<file path="config.mk">
export PLATFORM = sky130hd
export DESIGN_NAME = duty_ramp
export DESIGN_NICKNAME = d
export VERILOG_FILES = /design/src/rtl/duty_ramp.sv
export SDC_FILE = /design/constraint.sdc
export NUM_CORES = 1
export LEC_CHECK = 0
export ABC_AREA = 1
export ABC_CLOCK_PERIOD_IN_PS = 8200
export CORE_AREA = 2 2 77 79
export DETAILED_ROUTE_END_ITERATION = 16
export DIE_AREA = 0 0 79 81
export PLACE_DENSITY_LB_ADDON = 0.25
export SYNTH_ARGS = -nofsm -noshare
export SYNTH_HDL_FRONTEND = slang
export SYNTH_SLANG_ARGS = --single-unit
</file>
<file path="constraint.sdc">
create_clock -name clk -period 8.2 [get_ports clk]
set_input_delay 2.46 -clock clk [delete_from_list [all_inputs] [get_ports clk]]
set_output_delay 2.46 -clock clk [all_outputs]
set_load 0.1 [all_outputs]
</file>
<file path="src/rtl/duty_ramp.sv">
// Slew-limited duty command for a PWM stage: duty moves at most STEP per PWM period toward the target.
// Define DUTY_RAMP_FAULT_EN to build the overcurrent fault latch (ovr_i path and FAULT state).
module duty_ramp #(
    parameter logic [10:0] STEP     = 11'd8,
    parameter logic [10:0] MAX_DUTY = 11'd1945
) (
    input  logic        clk,
    input  logic        rst_n,
    input  logic        enable,
    input  logic [10:0] target_duty,
    input  logic        PWM_synch,
    input  logic        ovr_i,
    output logic [10:0] duty,
    output logic        at_target,
    output logic        fault
);

    typedef enum logic [1:0] {IDLE, RAMP, HOLD, FAULT} state_t;

    state_t      state, state_next;
    logic [10:0] tgt, step_val, duty_next;
    logic        at_target_next, fault_next;
    logic [11:0] cur_w, tgt_w, diff_w, sum_w;

`ifndef DUTY_RAMP_FAULT_EN
    logic unused_ovr;
    assign unused_ovr = ovr_i;
`endif

    always_comb begin
        tgt = '0;
        if (enable && state != FAULT)
            tgt = (target_duty > MAX_DUTY) ? MAX_DUTY : target_duty;
    end

    // One slew step toward tgt; the extra bit keeps the sum and difference from wrapping.
    always_comb begin
        cur_w  = {1'b0, duty};
        tgt_w  = {1'b0, tgt};
        diff_w = '0;
        sum_w  = cur_w;
        if (tgt_w > cur_w) begin
            diff_w = tgt_w - cur_w;
            sum_w  = (diff_w <= {1'b0, STEP}) ? tgt_w : cur_w + {1'b0, STEP};
        end else begin
            diff_w = cur_w - tgt_w;
            sum_w  = (diff_w <= {1'b0, STEP}) ? tgt_w : cur_w - {1'b0, STEP};
        end
        if (sum_w > {1'b0, MAX_DUTY})
            sum_w = {1'b0, MAX_DUTY};
        step_val = sum_w[10:0];
    end

    always_ff @(posedge clk or negedge rst_n) begin
        if (!rst_n) begin
            state     <= IDLE;
            duty      <= '0;
            at_target <= 1'b1;
            fault     <= 1'b0;
        end else begin
            state     <= state_next;
            duty      <= duty_next;
            at_target <= at_target_next;
            fault     <= fault_next;
        end
    end

    always_comb begin
        state_next = state;
        case (state)
            IDLE: begin
                if (tgt != '0)
                    state_next = RAMP;
            end
            RAMP: begin
                if (PWM_synch && step_val == tgt)
                    state_next = enable ? HOLD : IDLE;
            end
            HOLD: begin
                if (PWM_synch && step_val == tgt)
                    state_next = enable ? HOLD : IDLE;
                else if (duty != tgt)
                    state_next = RAMP;
            end
            FAULT: begin
`ifdef DUTY_RAMP_FAULT_EN
                if (!enable && !ovr_i)
                    state_next = IDLE;
`else
                state_next = IDLE;
`endif
            end
            default: state_next = IDLE;
        endcase
`ifdef DUTY_RAMP_FAULT_EN
        if (ovr_i)
            state_next = FAULT;
`endif
    end

    // Overcurrent wins over everything else and zeroes duty without waiting for the PWM boundary.
    always_comb begin
        duty_next  = duty;
        fault_next = 1'b0;
        case (state)
            IDLE:       duty_next = '0;
            RAMP, HOLD: if (PWM_synch) duty_next = step_val;
            FAULT:      duty_next = '0;
            default:    duty_next = '0;
        endcase
`ifdef DUTY_RAMP_FAULT_EN
        fault_next = fault;
        if (state == FAULT && !enable && !ovr_i)
            fault_next = 1'b0;
        if (ovr_i) begin
            duty_next  = '0;
            fault_next = 1'b1;
        end
`endif
        at_target_next = (duty_next == tgt);
    end

endmodule
</file>
* Yosys cells after proc, flatten, opt, wreduce, memory -nomap -nowiden *
Index checks and enable logic that the tools add are counted.

storage, ports and cells
  bits in registers = 14
  input bits = 16
  output and inout bits = 13

operators by class
  add/sub/neg operators = 4
  order comparisons = 5
  eq/ne operators = 10
  muxes and demuxes = 14
  reductions and logical operators = 7

operators by type and width
  operator               number
  $mux 11                4
  $mux 12                3
  $le 12x4->1 const B    2
  $sub 11x11->12         2
  $eq 11x11->1           2
  $pmux 11 s2            1
  $add 11x4->12 const B  1
  $gt 12x11->1 const B   1
  $sub 11x4->12 const B  1
  $gt 11x11->1           1
  $gt 11x11->1 const B   1
  $ne 11x11->1           1
  $reduce_bool 11->1     1
  $mux 2                 5
  $pmux 2 s4             1
  $ne 2x2->1 const B     3
  $eq 2x2->1 const B     2
  $reduce_or 2->1        2
  $ne 3x3->1 const B     1
  $reduce_and 3->1       1
  $eq 2x1->1 const B     1
  $logic_and 1x1->1      2
  $logic_not 2->1        1

* Logic depth before layout (Yosys ltp) *
  depth in word-level cells = 13
  mapped depth = 42

* Least setup slack after synthesis *
OpenSTA, ideal clock, no wires.

  kind = input port to flip-flop
  from = input enable
  to = register state[1]
  library setup time = 0.116 ns
  arrival = 6.151 ns
  path slack = 1.932 ns
  stages = 39
  cells stage by stage = inv_1 nor2_1 buf_4 inv_1 nor3_1 ha_1 buf_2 nand2_1 inv_2 nand2_1 nand2_1 nand2_1 nand3_1 nor2_1 nand3_1 nor2_2 nand2_2 nor2_8 [3 not listed] nand3_1 nand2_1 nand2_1 nand2_1 nand2_1 nand2_2 buf_6 nand3_1 nand2_1 nand2_1 nor2_1 nand2_1 nor2_2 nand2_2 a21oi_2 nand2_1 nand2_1 nand2_1

between the ends
  word-level cells in the longest chain between the ends = 12
  elaborated cells between the ends (all ways) = 24
  classes of those cells = add/sub: 2; order compare: 4; eq/ne: 5; mux: 9; reduce/logical: 4

ends and longest elaborated chain
  item                                            RTL line  text
  from (decl)                                     9         input logic enable,
  $logic_and 1x1->1                               32        if (enable && state != FAULT)
  $mux 11                                         32
  $sub 11x11->12, on equally long branches        46, 43
  $le 12x4->1, on equally long branches           47, 44
  $mux 12, on equally long branches               47, 44
  $mux 12                                         42        if (tgt_w > cur_w) begin
  $gt 12x11->1                                    49        if (sum_w > {1'b0, MAX_DUTY})
  $mux 11                                         49
  $eq 11x11->1                                    76, 80
  $logic_and 1x1->1                               76, 80
  $mux 2 (tied with other cells)                  80        if (PWM_synch && step_val == tgt)
  $pmux 2 s4 or $reduce_and 3->1 (tied branches)  n/a
  to (signal assigned)                            61        state <= state_next;
  to (decl)                                       20        state_t state, state_next;

Several ways; a longest one is shown, not always the timed one. The select of a mux whose other input is x is not followed.
A chain may end at the register's enable or synchronous reset.

* Worst setup path in the final report *
  from = input target_duty[2]
  to = register at_target

between the ends
  word-level cells in the longest chain between the ends = 12
  elaborated cells between the ends (all ways) = 16
  classes of those cells = add/sub: 2; order compare: 5; eq/ne: 1; mux: 8

ends and longest elaborated chain
  item                                      RTL line  text
  from (decl)                               10        input logic [10:0] target_duty,
  $gt 11x11->1                              33        tgt = (target_duty > MAX_DUTY) ? MAX_DUTY : target_duty;
  $mux 11 (*)                               33
  $mux 11 (*)                               32
  $sub 11x11->12, on equally long branches  46, 43
  $le 12x4->1, on equally long branches     47, 44
  $mux 12, on equally long branches         47, 44
  $mux 12                                   42
  $gt 12x11->1                              49
  $mux 11                                   49
  $mux 11                                   107       RAMP, HOLD: if (PWM_synch) duty_next = step_val;
  $pmux 11 s2                               105       case (state)
  $eq 11x11->1 (*)                          120       at_target_next = (duty_next == tgt);
  via at_target_next                        22        logic at_target_next, fault_next;
  to (signal assigned)                      63        at_target <= at_target_next;
  to (decl)                                 14        output logic at_target,

Mark *: on every way through the listed nets, which the timed path passes. The rest lies on a longest branch.

==> impl_metrics.toml <==
[critical_path]
critPathSlowestCell = "o21ai_0"
start_kind = "primary input"
critPathKind = "primary input to flip-flop"
cp_top_family = "simple AND/OR/NAND/NOR gates"
cp_slowest_stage_delay_ns = 0.47
worst-path-buf-inv = 6
crit_top_cell = "nand2_1"
endpoint_kind = "flip-flop"
critPathRequiredTime_ns = 8.39
path_max_fanout = 20
crit_arrival_ns = 7.75

[final_layout]
fin_util_pct = 60.9
fillers = 581
multi_input_area_um2 = 2340
layout.nets = 590
antennaDiodeCount = 0
seq_area_um2 = 352
area_delta_synth_final_pct = 11.2
layout-drive-gt1-share_pct = 10.4

[outcome]
outcome = "completed"

[clock_network]
clk_path_buf_depth = 2
htreeDepth = 1
cts_resized = 0
clk_pin_slew_worst_paths_ns = 0.07
ctsRootBufferMaster = "clkbuf_8"
clock_latency_ns = 0.26
cts_tree = "built"
numCtsBuffers = 3
clock-sinks = 14
cts_setup_buffers = 0
cts_hold_buf = 0

[route]
drt_iter0_markers = 397
postRouteAntennaNets = 0
wirelength_um = 9590
wl_met3_um = 705
wl_met1_um = 4180
highest-signal-layer = "met4"
dr.pass1.iters = 5
drc = 0
viasPerCell = 5.67
wl_per_cell_um = 15.4
routed-wl-met2_um = 4470
vias = 3522

[sta]
setup_violations = 0
clock.fmax_ghz = 0.132
hold_viol = 0
max_slew_margin_pct = 35.0
rsz0062_at_grt = "no"
clock_skew_ns = 0.00783
period_minus_slack_ns = 7.56
slew_viol_final = 0
tns_ns = 0
worst_pin_slew_ns = 0.972
fin_crit_sh_pct = 92.2

[pwr]
max-vdd-ir-drop_v = 0.000237
p_leak_nw = 1.91
power_density_nw_per_um2 = 431

[synthesis]
synth_warnings = 0
syn-mean-instance-area_um2 = 5.90
synth_commonest_cells = "nand2_1, inv_1, nand3_1"
synth-seq-cells = 14
synthDistinctLibCells = 38
syn_nets = 569
post-synth-top-count-cell = "nand2_1"
synth-seq-area-share_pct = 11.3
netlist_instances = 526
synth_edf_count = 0
synth.largest_area_cell = "nand2_1"
syn_area_um2 = 3110
netlist.area_leader.share_pct = 17.6
ys_async_sr_fraction_pct = 100
synthTopCellsByArea = "nand2_1, ha_1, dfrtp_1"
ys_dominant_reg_cell = "dfrtp_1"

[die]
die_w_um = 79
die_height_um = 81
rows = 28
start_util_pct = 54.7
core_um2 = 5680
dieArea_um2 = 6400
pin_count = 29

[hold_path]
hold_path.class = "flip-flop to flip-flop"

[placement]
place_hpwl_um = 7400
gp_congestion = 0.959
port_buffers = 26

[global_route]
grt_antenna_before_repair = 0
grt_start_max_net_pins = 22
grt_pass1_wl_um = 15900
grt_pass1_vias = 3228
grtUsageTotal_pct = 31.3
gr-total-overflow = 0

[flow_run]
cap_violations = 0
==> registers in the layout (all words and copies together), names as in the netlist <==
| name | cells |
|---|---|
| duty | 11 |
| state | 2 |
| at_target | 1 |
==> placed cells by master (no fill, tap or decap), drive strengths merged, types with 13 or more instances in the layout <==
cell,instances
a21oi,22
clkdlybuf4s50,26
dfrtp,13
ha,27
inv,77
nand2,156
nand3,58
nand4,18
nor2,51
o21ai,25
xor2,26
==> cells by family (layout without fill, tap and decap cells) <==
kind of cell	Yosys count	in the layout	synth area share, %
other	1	1	0.121
buffers and inverters	97	117	13.6
and+or+nand+nor	296	296	43.7
xor gates and xnor gates	28	28	7.90
DFF	14	14	11.3
adders and majority gates	27	27	10.9
AOI/OAI and AO/OA	63	63	12.4
==> per-layer routing <==
| metal | up-vias | global-route usage (%) |
|---|---|---|
| met1 | 1575 | 41.9 |
| li1 | 1737 | - |
| met3 | 29 | 4.00 |
| met2 | 181 | 53.6 |
| met5 | - | 0 |
| met4 | 0 | 7.59 |
==> tightest hold or removal path: stages, from the launching register on <==
cell	delay, ns
dfrtp_1	0.39
nand2_1	0.07
nand2_1	0.06
==> worst paths after layout <==
check                                      from  cells after the start  slack (ns)              endpoint
max reg2reg                state[0]$_DFFE_PN0P_                     29        2.81   at_target$_DFF_PN1_
max in group asynchronous                 rst_n                      1        5.10  state[0]$_DFFE_PN0P_
min                        state[1]$_DFFE_PN0P_                      2        0.56  state[1]$_DFFE_PN0P_
max                              target_duty[2]                     36        0.64   at_target$_DFF_PN1_
min in group asynchronous                 rst_n                      1        2.63    duty[10]$_DFF_PN0_
min reg2reg                state[1]$_DFFE_PN0P_                      2        0.56  state[1]$_DFFE_PN0P_
==> final cells by class <==
type / count / share of cell area (%)
inverters: 79 / 8.58
multi-input cells: 415 / 67.7
flip-flops and latches: 14 / 10.2
repair buffers: 34 / 9.27
clock buffers: 4 / 1.59
well taps: 75 / 2.72
==> through the flow <==
step / hold WS [ns] / power (W) / cells / setup WS [ns] / instance area (µm²)
global route: 0.592 / 0.00162 / 621 / 0.0175 / 3450
CTS: 0.568 / 0.00146 / 621 / 0.723 / 3450
finish: 0.556 / 0.00149 / 621 / 0.637 / 3450
global placement: 0.520 / 0.00136 / 617 / 0.555 / 3400
floorplan: 0.494 / 0.00113 / 526 / 1.93 / 3110
detailed placement: 0.552 / 0.00138 / 617 / 0.497 / 3400
==> power by group <==
group | leakage [nW] | total [W] | switching (W) | internal, W
combinational | 1.70 | 0.00128 | 0.000860 | 0.000418
sequential | 0.181 | 0.000137 | 0.0000420 | 0.0000947
clock | 0.0288 | 0.0000744 | 0.0000316 | 0.0000427
total | 1.91 | 0.00149 | 0.000934 | 0.000555
(Power assumes the default switching activity.)
